**config.mk**
```make
export PLATFORM = sky130hd
export DESIGN_NAME = pipe_stage_reg
export DESIGN_NICKNAME = d
export VERILOG_FILES = /design/src/rtl/pipe_pkg.sv /design/src/rtl/pipe_sat_counter.sv /design/src/rtl/pipe_stage_reg.sv
export SDC_FILE = /design/constraint.sdc
export NUM_CORES = 1
export LEC_CHECK = 0
export ABC_AREA = 1
export CAP_MARGIN = 20
export CORE_ASPECT_RATIO = 0.5
export CORE_MARGIN = 2
export CORE_UTILIZATION = 54
export CTS_CLUSTER_SIZE = 10
export DETAILED_ROUTE_END_ITERATION = 8
export MAX_ROUTING_LAYER = met4
export PLACE_DENSITY = 0.85
export SLEW_MARGIN = 20
export SYNTH_ARGS = -nofsm -noshare
export SYNTH_HDL_FRONTEND = slang
export SYNTH_SLANG_ARGS = --single-unit
```
**constraint.sdc**
```tcl
create_clock -name clk -period 8.55 [get_ports clk]
set_clock_uncertainty 0.05 [all_clocks]
set_input_delay 1.71 -clock clk [delete_from_list [all_inputs] [get_ports clk]]
set_output_delay 1.71 -clock clk [all_outputs]
set_load 0.005 [all_outputs]
```
**src/rtl/pipe_pkg.sv**
```systemverilog
// Shared definitions for the generic pipeline stage register.
//   pipe_state_e   : occupancy of a stage, encoded as {s_valid, m_valid}
//   ex_mem_ctrl_t  : EX->MEM control bundle (packed into in_ctrl)
//   ex_mem_data_t  : EX->MEM data bundle (packed into in_data)
package pipe_pkg;

  typedef enum logic [1:0] {
    EMPTY = 2'b00,
    ONE   = 2'b01,
    TWO   = 2'b11
  } pipe_state_e;

  // Skid valid without main valid cannot happen.
  localparam logic [1:0] STATE_ILLEGAL = 2'b10;

  typedef struct packed {
    logic       reg_write;
    logic       mem_write;
    logic       mem_read;
    logic       branch;
    logic [2:0] ls_type;
    logic [4:0] rd;
  } ex_mem_ctrl_t;

  typedef struct packed {
    logic [31:0] pc_offset;
    logic [31:0] alu_out;
    logic [31:0] rs2_data;
    logic [4:0]  rs2;
  } ex_mem_data_t;

  localparam int EX_MEM_CTRL_W = $bits(ex_mem_ctrl_t);  // 12
  localparam int EX_MEM_DATA_W = $bits(ex_mem_data_t);  // 101

endpackage

```
**src/rtl/pipe_sat_counter.sv**
```systemverilog
// Saturating up-counter for performance monitoring.
//   clk, rst : clock, async active-high reset (count -> 0)
//   clear    : synchronous clear, wins over enable
//   enable   : count up by one this cycle
//   count    : current value, sticks at all-ones
module pipe_sat_counter #(
  parameter int CNT_W = 16
) (
  input  logic             clk,
  input  logic             rst,
  input  logic             clear,
  input  logic             enable,
  output logic [CNT_W-1:0] count
);

  always_ff @(posedge clk or posedge rst) begin
    if (rst)                         count <= '0;
    else if (clear)                  count <= '0;
    else if (enable && count != '1)  count <= count + CNT_W'(1);
  end

endmodule

```
**src/rtl/pipe_stage_reg.sv**
```systemverilog
// Generic pipeline stage register with a 2-entry skid buffer.
//   clk, rst            : clock, async active-high reset
//   flush               : kill every held entry (bubble insertion)
//   in_valid/in_ready   : upstream handshake; in_ready comes from a flop
//   in_ctrl/in_data     : bundles from upstream
//   out_valid/out_ready : downstream handshake
//   out_ctrl/out_data   : bundles to downstream; out_ctrl zero when invalid
//   stall_cnt, cnt_clr  : saturating count of stalled output cycles
module pipe_stage_reg
  import pipe_pkg::*;
#(
  parameter int DATA_W     = 64,
  parameter int CTRL_W     = 12,
  parameter bit CLEAR_DATA = 1'b0,
  parameter int CNT_W      = 16
) (
  input  logic              clk,
  input  logic              rst,
  input  logic              flush,
  input  logic              in_valid,
  output logic              in_ready,
  input  logic [CTRL_W-1:0] in_ctrl,
  input  logic [DATA_W-1:0] in_data,
  output logic              out_valid,
  input  logic              out_ready,
  output logic [CTRL_W-1:0] out_ctrl,
  output logic [DATA_W-1:0] out_data,
  output logic [CNT_W-1:0]  stall_cnt,
  input  logic              cnt_clr
);

  logic              m_valid, s_valid;
  logic [CTRL_W-1:0] m_ctrl, s_ctrl;
  logic [DATA_W-1:0] m_data, s_data;

  logic              m_valid_n, s_valid_n;
  logic [CTRL_W-1:0] m_ctrl_n, s_ctrl_n;
  logic [DATA_W-1:0] m_data_n, s_data_n;

  pipe_state_e state;
  logic        in_fire, out_fire;

  assign state    = pipe_state_e'({s_valid, m_valid});
  // Ready depends only on the skid flop, never on out_ready.
  assign in_ready = ~s_valid;
  assign in_fire  = in_valid & ~s_valid;
  assign out_fire = m_valid & out_ready;

  assign out_valid = m_valid;
  assign out_ctrl  = m_valid ? m_ctrl : '0;
  assign out_data  = m_data;

  always_comb begin
    m_valid_n = m_valid;
    s_valid_n = s_valid;
    m_ctrl_n  = m_ctrl;
    s_ctrl_n  = s_ctrl;
    m_data_n  = m_data;
    s_data_n  = s_data;
    if (flush) begin
      // Any out_fire this cycle already happened downstream; inputs are dropped.
      m_valid_n = 1'b0;
      s_valid_n = 1'b0;
      m_ctrl_n  = '0;
      s_ctrl_n  = '0;
      if (CLEAR_DATA) begin
        m_data_n = '0;
        s_data_n = '0;
      end
    end else begin
      case (state)
        EMPTY: begin
          if (in_fire) begin
            m_valid_n = 1'b1;
            m_ctrl_n  = in_ctrl;
            m_data_n  = in_data;
          end
        end
        ONE: begin
          if (in_fire && out_fire) begin
            m_ctrl_n = in_ctrl;
            m_data_n = in_data;
          end else if (in_fire) begin
            s_valid_n = 1'b1;
            s_ctrl_n  = in_ctrl;
            s_data_n  = in_data;
          end else if (out_fire) begin
            m_valid_n = 1'b0;
          end
        end
        TWO: begin
          if (out_fire) begin
            m_ctrl_n  = s_ctrl;
            m_data_n  = s_data;
            s_valid_n = 1'b0;
            s_ctrl_n  = '0;
          end
        end
        default: begin
          // Unreachable encoding: fall back to empty.
          m_valid_n = 1'b0;
          s_valid_n = 1'b0;
          m_ctrl_n  = '0;
          s_ctrl_n  = '0;
        end
      endcase
    end
  end

  always_ff @(posedge clk or posedge rst) begin
    if (rst) begin
      m_valid <= 1'b0;
      s_valid <= 1'b0;
      m_ctrl  <= '0;
      s_ctrl  <= '0;
      m_data  <= '0;
      s_data  <= '0;
    end else begin
      m_valid <= m_valid_n;
      s_valid <= s_valid_n;
      m_ctrl  <= m_ctrl_n;
      s_ctrl  <= s_ctrl_n;
      m_data  <= m_data_n;
      s_data  <= s_data_n;
    end
  end

  pipe_sat_counter #(.CNT_W(CNT_W)) u_stall_cnt (
    .clk    (clk),
    .rst    (rst),
    .clear  (cnt_clr),
    .enable (m_valid & ~out_ready),
    .count  (stall_cnt)
  );

`ifndef SYNTHESIS
  // Previous-cycle view of the upstream handshake for the stability check.
  logic              p_wait;
  logic [CTRL_W-1:0] p_ctrl;
  logic [DATA_W-1:0] p_data;

  always_ff @(posedge clk or posedge rst) begin
    if (rst) begin
      p_wait <= 1'b0;
      p_ctrl <= '0;
      p_data <= '0;
    end else begin
      p_wait <= in_valid & ~in_ready & ~flush;
      p_ctrl <= in_ctrl;
      p_data <= in_data;
    end
  end

  always @(posedge clk) begin
    if (!rst) begin
      assert ({s_valid, m_valid} != STATE_ILLEGAL)
        else $error("pipe_stage_reg: illegal state 10");
      assert (m_valid || out_ctrl == '0)
        else $error("pipe_stage_reg: out_ctrl nonzero while invalid");
      if (p_wait)
        assert (in_valid && in_ctrl == p_ctrl && in_data == p_data)
          else $error("pipe_stage_reg: upstream changed a stalled input");
    end
  end
`endif

endmodule

```
==> results of run 1 <==
state kept, by name, summed over array words and instances, names as in the netlist:
signal / count
m_ctrl: 12
s_ctrl: 12
u_stall_cnt.count: 16
s_valid: 1
out_data: 64
s_data: 64
out_valid: 1
cells in the mapped netlist:
master                       n
sky130_fd_sc_hd__nand2_1   400
sky130_fd_sc_hd__dfrtp_1   170
sky130_fd_sc_hd__nor2_1    105
sky130_fd_sc_hd__a31oi_1    76
sky130_fd_sc_hd__inv_1      39
sky130_fd_sc_hd__buf_2      28
sky130_fd_sc_hd__nand3_1    17
sky130_fd_sc_hd__a21oi_1    15
sky130_fd_sc_hd__o21ai_0    14
sky130_fd_sc_hd__nand4_1    13
sky130_fd_sc_hd__clkbuf_1   10
sky130_fd_sc_hd__buf_4       8
sky130_fd_sc_hd__buf_1       6
sky130_fd_sc_hd__xor2_1      5
sky130_fd_sc_hd__inv_2       4
sky130_fd_sc_hd__nand2_2     4
sky130_fd_sc_hd__nor2_2      4
sky130_fd_sc_hd__o21bai_1    2
sky130_fd_sc_hd__or2_2       2
sky130_fd_sc_hd__buf_6       1
sky130_fd_sc_hd__ha_1        1
sky130_fd_sc_hd__inv_4       1
sky130_fd_sc_hd__nand3_2     1
sky130_fd_sc_hd__nand3b_1    1
sky130_fd_sc_hd__nor2_4      1
sky130_fd_sc_hd__o211a_1     1
sky130_fd_sc_hd__o21ai_1     1
sky130_fd_sc_hd__o21ai_2     1
sky130_fd_sc_hd__o31ai_1     1
power groups by stage:
stage | Sequential, uW | Clock, uW | Combinational (uW)
6_report | 1070 | 763 | 446
4_1_cts | 1070 | 768 | 449
2_1_floorplan | 1060 | 0 | 208
3_3_place_gp | 1070 | 0 | 427
5_1_grt | 1090 | 805 | 494
3_5_place_dp | 1080 | 0 | 446
final cells by class:
| type | instances | area [sq um] | share of cell area |
|---|---|---|---|
| Clock inverter | 13 | 131 | 0.0132 |
| Tap cell | 192 | 240 | 0.0241 |
| Clock buffer | 19 | 453 | 0.0455 |
| Sequential cell | 170 | 4250 | 0.428 |
| Inverter | 44 | 174 | 0.0175 |
| Timing Repair Buffer | 181 | 1810 | 0.182 |
| Multi-Input combinational cell | 665 | 2880 | 0.290 |
critical path: cells and delay by family (launching register included):
family,cells,cell delay (ns)
flip-flops,1,0.78
buffers and inverters,2,0.58
AND/OR/NAND/NOR,1,0.15
per-stage QoR:
stage / setup WS (ns) / total power (uW)
after detailed placement: 4.35 / 1520
after floorplan: 2.19 / 1270
final: 4.87 / 2280
after global routing: 4.71 / 2390
after global placement: 4.46 / 1500
after CTS: 4.77 / 2280
kinds of logic (layout without fill, tap and decap cells):
logic type | count (synthesis) | count (layout) | synth area share
adder cells (fa/ha/maj) | 1 | 1 | 0.00165
AO/OA/AOI/OAI | 111 | 111 | 0.0881
AND/OR/NAND/NOR | 548 | 548 | 0.284
buffers and inverters | 97 | 257 | 0.0580
XOR/XNOR | 5 | 5 | 0.00578
flip-flops | 170 | 170 | 0.562
worst paths after layout:
check / end / slack (ns) / cells past startpoint
worst max-delay path: out_ctrl[8] / 4.87 / 3
worst min-delay path: s_data[48]$_DFFE_PP0P_ / 0.43 / 2
worst max register to register: out_data[59]$_DFFE_PP0P_ / 6.00 / 6
worst min register to register: s_data[48]$_DFFE_PP0P_ / 0.43 / 2
max in group asynchronous: s_data[12]$_DFFE_PP0P_ / 5.46 / 3
min in group asynchronous: out_data[22]$_DFFE_PP0P_ / 1.76 / 2
per-layer routing:
layer | GRT usage | vias up | wire length (microns)
met4 | 0.0855 | 0 | 291
li1 | - | 3272 | -
met1 | 0.330 | 3326 | 8130
met3 | 0.0393 | 30 | 933
met5 | - | - | 0
met2 | 0.464 | 223 | 9750
==> impl_table.tex, run 1 <==
\begin{tabular}{lr}
\hline
Metric & Value \\
\hline
\multicolumn{2}{l}{\textbf{Setup path}} \\
\quad Launch point of the worst path & out\_valid\$\_DFFE\_PP0P\_ \\
\quad Kind of end point of the critical path & output port \\
\quad Critical Setup Path Class & flip-flop to output port \\
\quad Kind of launch point of the worst setup path & flip-flop \\
\quad Largest stage delay on the critical path & 0.78 ns \\
\quad Startpoint of the worst register-to-register path & out\_valid\$\_DFFE\_PP0P\_ \\
\quad Ordered list of cells on the worst path & nand2\_1 > inv\_1 > clkdlybuf4s50\_1 \\
\quad CP Data Arrival Time & $\sim$1.9 ns \\
\quad Worst Path Required & 6.79 ns \\
\quad Highest net fanout along the worst path & 18 \\
\quad Slowest-stage cell, CP & sky130\_fd\_sc\_hd\_\_dfrtp\_1 \\
\multicolumn{2}{l}{\textbf{STA}} \\
\quad Number of pins exceeding their max-slew limit in the final report & 0 \\
\quad Worst-case hold slack & 0.430 ns \\
\quad Transition time of the tightest slew-check pin & 0.969 ns \\
\quad Maximum achievable frequency & $\sim$270 MHz \\
\quad Unrepaired setup endpoints after global routing & false \\
\quad Total negative setup slack & 0 ns \\
\quad Share of the clock period used by the worst path after layout & 0.431 \\
\quad Headroom to the max-slew limit & 0.354 \\
\quad Final critical delay including setup and external delays & approximately 3.7 ns \\
\quad Final setup violation count & 0 \\
\quad Number of failing hold endpoints at the final stage & 0 \\
\multicolumn{2}{l}{\textbf{Power}} \\
\quad Ratio of total power to cell area & 229 nW/um\^{}2 \\
\quad Leak & 0.00471 uW \\
\quad Relative contribution of combinational cells to total power & 0.196 \\
\quad NetSw & 637 uW \\
\quad Worst IR drop on VDD & approximately 120 uV \\
\quad Portion of total power attributed to sequential cells & 0.469 \\
\quad Clock share of power & 0.335 \\
\quad Internal power & 1640 uW \\
\quad Switching part of the total & 0.280 \\
\multicolumn{2}{l}{\textbf{GRT}} \\
\quad Vias in the first global route & 6455 \\
\quad Largest net degree at the start of global routing & around 120 \\
\quad Number of antenna violations at the first check in global routing & 0 \\
\quad GR Util All Layers & 0.268 \\
\quad Overall overflow remaining after global route & 0 \\
\quad Wire length of the first global-routing pass & 30900 microns \\
\multicolumn{2}{l}{\textbf{Layout}} \\
\quad Antenna fix cells & 0 \\
\quad Filler Cell Count & around 1000 \\
\quad Final-stage net count & 1162 \\
\quad Post-synthesis to final-layout area growth & 31.4\% \\
\quad Share of final-layout standard cells stronger than drive strength 1 & 0.0531 \\
\quad Most frequent cells in the layout & sky130\_fd\_sc\_hd\_\_nand2\_1, sky130\_fd\_sc\_hd\_\_clkdlybuf4s50\_1, sky130\_fd\_sc\_hd\_\_dfrtp\_1 \\
\quad Most frequent standard cell in the layout excluding fill and tap cells & sky130\_fd\_sc\_hd\_\_nand2\_1 \\
\quad Post-layout util & 0.730 \\
\quad Non-filler cells in the finished layout & 1284 \\
\quad Finished layout cell area & 9950 sq um \\
\multicolumn{2}{l}{\textbf{Place}} \\
\quad Cell Count Post-Placement & around 1300 \\
\quad Post-detail-place hpwl & $\sim$12000 microns \\
\quad DP Area & 9340 sq um \\
\quad Number of buffers added on ports & 175 \\
\quad GP Congestion & slightly above 0.9 \\
\multicolumn{2}{l}{\textbf{Floorplan}} \\
\quad Die Span X & 171 microns \\
\quad Top-Level Pins & 176 \\
\quad Die area & 15000 sq um \\
\quad Vertical die dimension & 87.7 microns \\
\quad Std-Cell Core Area & about 14000 sq um \\
\quad FP Rows & 30 \\
\quad Initial core utilization & 0.556 \\
\multicolumn{2}{l}{\textbf{CTS}} \\
\quad Clock root buffer master & sky130\_fd\_sc\_hd\_\_clkbuf\_16 \\
\quad Post-CTS clock slew at the launch and capture registers of the worst setup and hold paths & 0.07 ns \\
\quad TritonCTS Buffers & 17 \\
\quad Post-cts gate resize count & 0 \\
\quad CTS H-tree depth & 4 \\
\quad TritonCTS clock tree & done \\
\quad Buffers inserted by post-CTS timing repair & 0 \\
\quad Number of sinks driven by the clock tree & 170 \\
\quad CTS Hold Buffers Added & 0 \\
\quad CTS Buffer Depth & 2 \\
\quad Clk Latency, worst-skew pair & around 0.42 ns \\
\multicolumn{2}{l}{\textbf{Detailed routing}} \\
\quad Antenna viol nets, final & 0 \\
\quad Starting DRT DRC Count & 600 \\
\quad Routed WL & 19100 microns \\
\quad Mean routed wirelength per cell & $\sim$15 microns \\
\quad Vias & 6851 \\
\quad Via density per instance & 5.34 \\
\quad Post-route DRC violation count & 0 \\
\quad Count of TritonRoute iterations in the first routing pass & 5 \\
\multicolumn{2}{l}{\textbf{Logic synthesis}} \\
\quad Mapped Avg Cell Area & 8.12 sq um \\
\quad Cell count after synthesis & 932 \\
\quad Synthesized cell area & 7570 sq um \\
\quad Cell variety after synth & 29 \\
\quad Cell taking the most area after synthesis & sky130\_fd\_sc\_hd\_\_dfrtp\_1 \\
\quad Syn\_nets & 1015 \\
\quad Register area share after synthesis & 0.562 \\
\quad Warning count from the yosys run & 0 \\
\quad Count of state elements after synthesis & 170 \\
\quad Top cells by area, synth & sky130\_fd\_sc\_hd\_\_dfrtp\_1, sky130\_fd\_sc\_hd\_\_nand2\_1, sky130\_fd\_sc\_hd\_\_a31oi\_1 \\
\quad Post-synth top area share & 0.562 \\
\multicolumn{2}{l}{\textbf{Run}} \\
\quad MaxCap Viol Count & 0 \\
\multicolumn{2}{l}{\textbf{Worst hold path}} \\
\quad Worst hold start & s\_data[48]\$\_DFFE\_PP0P\_ \\
\quad Type of the worst min-delay path & flip-flop to flip-flop \\
\multicolumn{2}{l}{\textbf{Run status}} \\
\quad Result of the run & finished, final reports clean \\
\hline
\end{tabular}
No activity file was read; power rests on OpenSTA's default activity.
==> run 2, diff against run 1 <==
--- a/config.mk
+++ b/config.mk
@@ -9,11 +9,11 @@
 export CAP_MARGIN = 20
 export CORE_ASPECT_RATIO = 0.5
 export CORE_MARGIN = 2
-export CORE_UTILIZATION = 54
+export CORE_UTILIZATION = 45
 export CTS_CLUSTER_SIZE = 10
 export DETAILED_ROUTE_END_ITERATION = 8
 export MAX_ROUTING_LAYER = met4
-export PLACE_DENSITY = 0.85
+export PLACE_DENSITY = 0.76
 export SLEW_MARGIN = 20
 export SYNTH_ARGS = -nofsm -noshare
 export SYNTH_HDL_FRONTEND = slang
==> constraint.sdc (replaced) <==
create_clock -name clk -period 3.3 [get_ports clk]
set_clock_uncertainty 0.05 [all_clocks]
set_input_delay 0.66 -clock clk [delete_from_list [all_inputs] [get_ports clk]]
set_output_delay 0.66 -clock clk [all_outputs]
set_load 0.005 [all_outputs]
==> run 2 against run 1 <==
Global-route usage shrank 3.5 points. Clock power increased to 2.6 times the previous value. Cell area increased by 1.2%. Critical path type unchanged. Wire length grew 2.7%. Combinational power increased to 2.6 times the previous value. Sequential power grew to 2.6 times the previous value.
==> impl_table.tex, run 2 (synthesis gave the netlist of run 1 again) <==
\begin{tabular}{lr}
\hline
Metric & Value \\
\hline
\multicolumn{2}{l}{\textbf{Run status}} \\
\quad Result of the run & finished, final reports clean \\
\multicolumn{2}{l}{\textbf{Power}} \\
\quad Portion of total power attributed to sequential cells & 0.470 (about the same) \\
\quad Internal power & 4200 uW (+160\%) \\
\quad Worst IR drop on VDD & 448 uV (+270\%) \\
\quad Ratio of total power to cell area & 585 nW/um\^{}2 (+160\%) \\
\quad Leak & 0.00475 uW (+0.75\%) \\
\quad NetSw & 1690 uW (+170\%) \\
\quad Switching part of the total & 0.287 (+0.00756) \\
\quad Clock share of power & 0.334 (about the same) \\
\quad Relative contribution of combinational cells to total power & 0.197 (about the same) \\
\multicolumn{2}{l}{\textbf{CTS}} \\
\quad TritonCTS Buffers & 17 (unchanged) \\
\quad Buffers inserted by post-CTS timing repair & 0 (unchanged) \\
\quad Post-cts gate resize count & 0 (unchanged) \\
\quad CTS H-tree depth & 4 (unchanged) \\
\quad CTS Buffer Depth & 2 (unchanged) \\
\quad Clock root buffer master & sky130\_fd\_sc\_hd\_\_clkbuf\_16 \\
\quad Number of sinks driven by the clock tree & 170 (unchanged) \\
\quad TritonCTS clock tree & done \\
\quad CTS Hold Buffers Added & 0 (unchanged) \\
\quad Post-CTS clock slew at the launch and capture registers of the worst setup and hold paths & 0.06 ns (about the same) \\
\quad Clk Latency, worst-skew pair & 0.41 ns (about the same) \\
\multicolumn{2}{l}{\textbf{STA}} \\
\quad Share of the clock period used by the worst path after layout & 0.801 \\
\quad Transition time of the tightest slew-check pin & 0.719 ns (-0.250 ns) \\
\quad Worst-case hold slack & 0.427 ns (-0.00257 ns) \\
\quad Number of failing hold endpoints at the final stage & 0 (unchanged) \\
\quad Total negative setup slack & 0 ns (unchanged) \\
\quad Maximum achievable frequency & 379 MHz \\
\quad Final critical delay including setup and external delays & 2.64 ns \\
\quad Headroom to the max-slew limit & 0.521 (+0.167) \\
\quad Number of pins exceeding their max-slew limit in the final report & 0 (unchanged) \\
\quad Unrepaired setup endpoints after global routing & false \\
\quad Final setup violation count & 0 (unchanged) \\
\multicolumn{2}{l}{\textbf{Setup path}} \\
\quad Number of cells traversed by the worst register-to-register path & 5 (-1) \\
\quad Bufs and invs on worst path & 2 (unchanged) \\
\quad Largest stage delay on the critical path & 0.76 ns (-0.02 ns) \\
\quad Ordered list of cells on the worst path & nand2\_1 > inv\_1 > clkdlybuf4s50\_1 \\
\quad Total number of cells along the worst setup path & 3 (unchanged) \\
\quad Kind of end point of the critical path & output port \\
\quad Kind of launch point of the worst setup path & flip-flop \\
\quad Crit-path leading delay family & flip-flops \\
\quad Slowest-stage cell, CP & sky130\_fd\_sc\_hd\_\_dfrtp\_1 \\
\quad Highest net fanout along the worst path & 18 (unchanged) \\
\quad Critical Setup Path Class & flip-flop to output port \\
\quad Worst Path Required & 2.59 ns (-4.20 ns) \\
\quad CP Data Arrival Time & 1.93 ns (about the same) \\
\multicolumn{2}{l}{\textbf{Detailed routing}} \\
\quad Mean routed wirelength per cell & 14.8 microns (-0.45\%) \\
\quad Starting DRT DRC Count & 508 (-15\%) \\
\quad Via density per instance & 5.15 (-3.6\%) \\
\quad Routed WL & 19600 microns (+2.7\%) \\
\quad Vias & 6818 (-0.48\%) \\
\quad Post-route DRC violation count & 0 (unchanged) \\
\quad Count of TritonRoute iterations in the first routing pass & 5 (unchanged) \\
\quad Antenna viol nets, final & 0 (unchanged) \\
\multicolumn{2}{l}{\textbf{Layout}} \\
\quad Share of final-layout standard cells stronger than drive strength 1 & 0.0583 (+0.00517) \\
\quad Filler Cell Count & 1406 (+38\%) \\
\quad Combined area of the multi-input logic cells & 2880 sq um (unchanged) \\
\quad Final-stage net count & 1168 (+0.52\%) \\
\quad Most frequent cells in the layout & sky130\_fd\_sc\_hd\_\_nand2\_1, sky130\_fd\_sc\_hd\_\_clkdlybuf4s50\_1, sky130\_fd\_sc\_hd\_\_dfrtp\_1 \\
\quad Footprint of the flip-flops and latches & 4250 sq um (unchanged) \\
\quad Most frequent standard cell in the layout excluding fill and tap cells & sky130\_fd\_sc\_hd\_\_nand2\_1 \\
\quad Post-synthesis to final-layout area growth & 33.0\% \\
\quad Antenna fix cells & 0 (unchanged) \\
\multicolumn{2}{l}{\textbf{Place}} \\
\quad Post-detail-place hpwl & 13100 microns (+8.9\%) \\
\quad GP Congestion & 0.859 (-7.3\%) \\
\quad Number of buffers added on ports & 175 (unchanged) \\
\multicolumn{2}{l}{\textbf{Floorplan}} \\
\quad Die Span X & 187 microns (+9.3\%) \\
\quad Std-Cell Core Area & 16400 sq um (+21\%) \\
\quad Die area & 17900 sq um (+19\%) \\
\quad Top-Level Pins & 176 (unchanged) \\
\quad FP Rows & 33 (+10\%) \\
\quad Initial core utilization & 0.461 (-0.0949) \\
\quad Vertical die dimension & 95.7 microns (+9.1\%) \\
\multicolumn{2}{l}{\textbf{GRT}} \\
\quad Vias in the first global route & 6717 (+4.1\%) \\
\quad Overall overflow remaining after global route & 0 (unchanged) \\
\quad GR Util All Layers & 0.233 (-0.0351) \\
\quad Largest net degree at the start of global routing & 89 (-24\%) \\
\quad Number of antenna violations at the first check in global routing & 0 (unchanged) \\
\quad Wire length of the first global-routing pass & 32300 microns (+4.4\%) \\
\multicolumn{2}{l}{\textbf{Worst hold path}} \\
\quad Worst hold path depth & 2 (unchanged) \\
\quad Type of the worst min-delay path & flip-flop to flip-flop \\
\multicolumn{2}{l}{\textbf{Run}} \\
\quad MaxCap Viol Count & 0 (unchanged) \\
\hline
\end{tabular}
## run 2: worst paths after layout
| kind | from | end | slack [ns] |
|---|---|---|---|
| setup / recovery | out_valid$_DFFE_PP0P_ | out_ctrl[9] | 0.66 |
| hold / removal | s_data[56]$_DFFE_PP0P_ | s_data[56]$_DFFE_PP0P_ | 0.43 |
| setup reg to reg | out_valid$_DFFE_PP0P_ | m_ctrl[2]$_DFFE_PP0P_ | 0.93 |
| hold reg to reg | s_data[56]$_DFFE_PP0P_ | s_data[56]$_DFFE_PP0P_ | 0.43 |
| max in group asynchronous | rst | s_data[5]$_DFFE_PP0P_ | 1.87 |
| min in group asynchronous | rst | u_stall_cnt.count[3]$_DFFE_PP0P_ | 0.54 |
## run 2: power by group through the flow
stage                     clock network (uW)  registers [uW]  logic (uW)
after floorplan                            0            2750         539
after global placement                     0            2790        1130
after detailed placement                   0            2800        1170
after CTS                               2000            2770        1170
after global routing                    2090            2820        1300
final                                   1970            2770        1160
## run 2: layer usage
layer | global-route usage | part of all wire | vias to the layer above
li1 | - | - | 3277
met1 | 0.287 | 0.43 | 3287
met2 | 0.392 | 0.50 | 219
met3 | 0.0459 | 0.054 | 35
met4 | 0.0846 | 0.020 | 0
met5 | - | 0 | -
## run 2: area by class of cell
| type | count | area share |
|---|---|---|
| clock inverter | 13 | 0.0129 |
| inverter | 44 | 0.0170 |
| sequential | 170 | 0.423 |
| multi-input combinational | 665 | 0.286 |
| clock buffer | 19 | 0.0450 |
| tap | 227 | 0.0282 |
| timing repair buffer | 187 | 0.188 |
## run 2: metrics by stage
| stage | total power [uW] | instances | cell area [sq um] | setup slack (ns) | utilization |
|---|---|---|---|---|---|
| floorplan | 3290 | 932 | 7570 | 0.421 | - |
| CTS | 5940 | 1325 | 10100 | 0.651 | 0.613 |
| global route | 6210 | 1325 | 10100 | 0.518 | 0.613 |
| finish | 5890 | 1325 | 10100 | 0.658 | 0.613 |
| global placement | 3920 | 1293 | 9490 | 0.503 | 0.577 |
| detailed placement | 3970 | 1293 | 9490 | 0.449 | 0.577 |
## run 2: worst register-to-register path, delay by kind of cell (launching register included)
| kind | cells | cell delay [ns] |
|---|---|---|
| and+or+nand+nor | 1 | 0.13 |
| AOI/OAI and AO/OA | 2 | 0.43 |
| buffers and inverters | 2 | 0.94 |
| DFF | 1 | 0.76 |
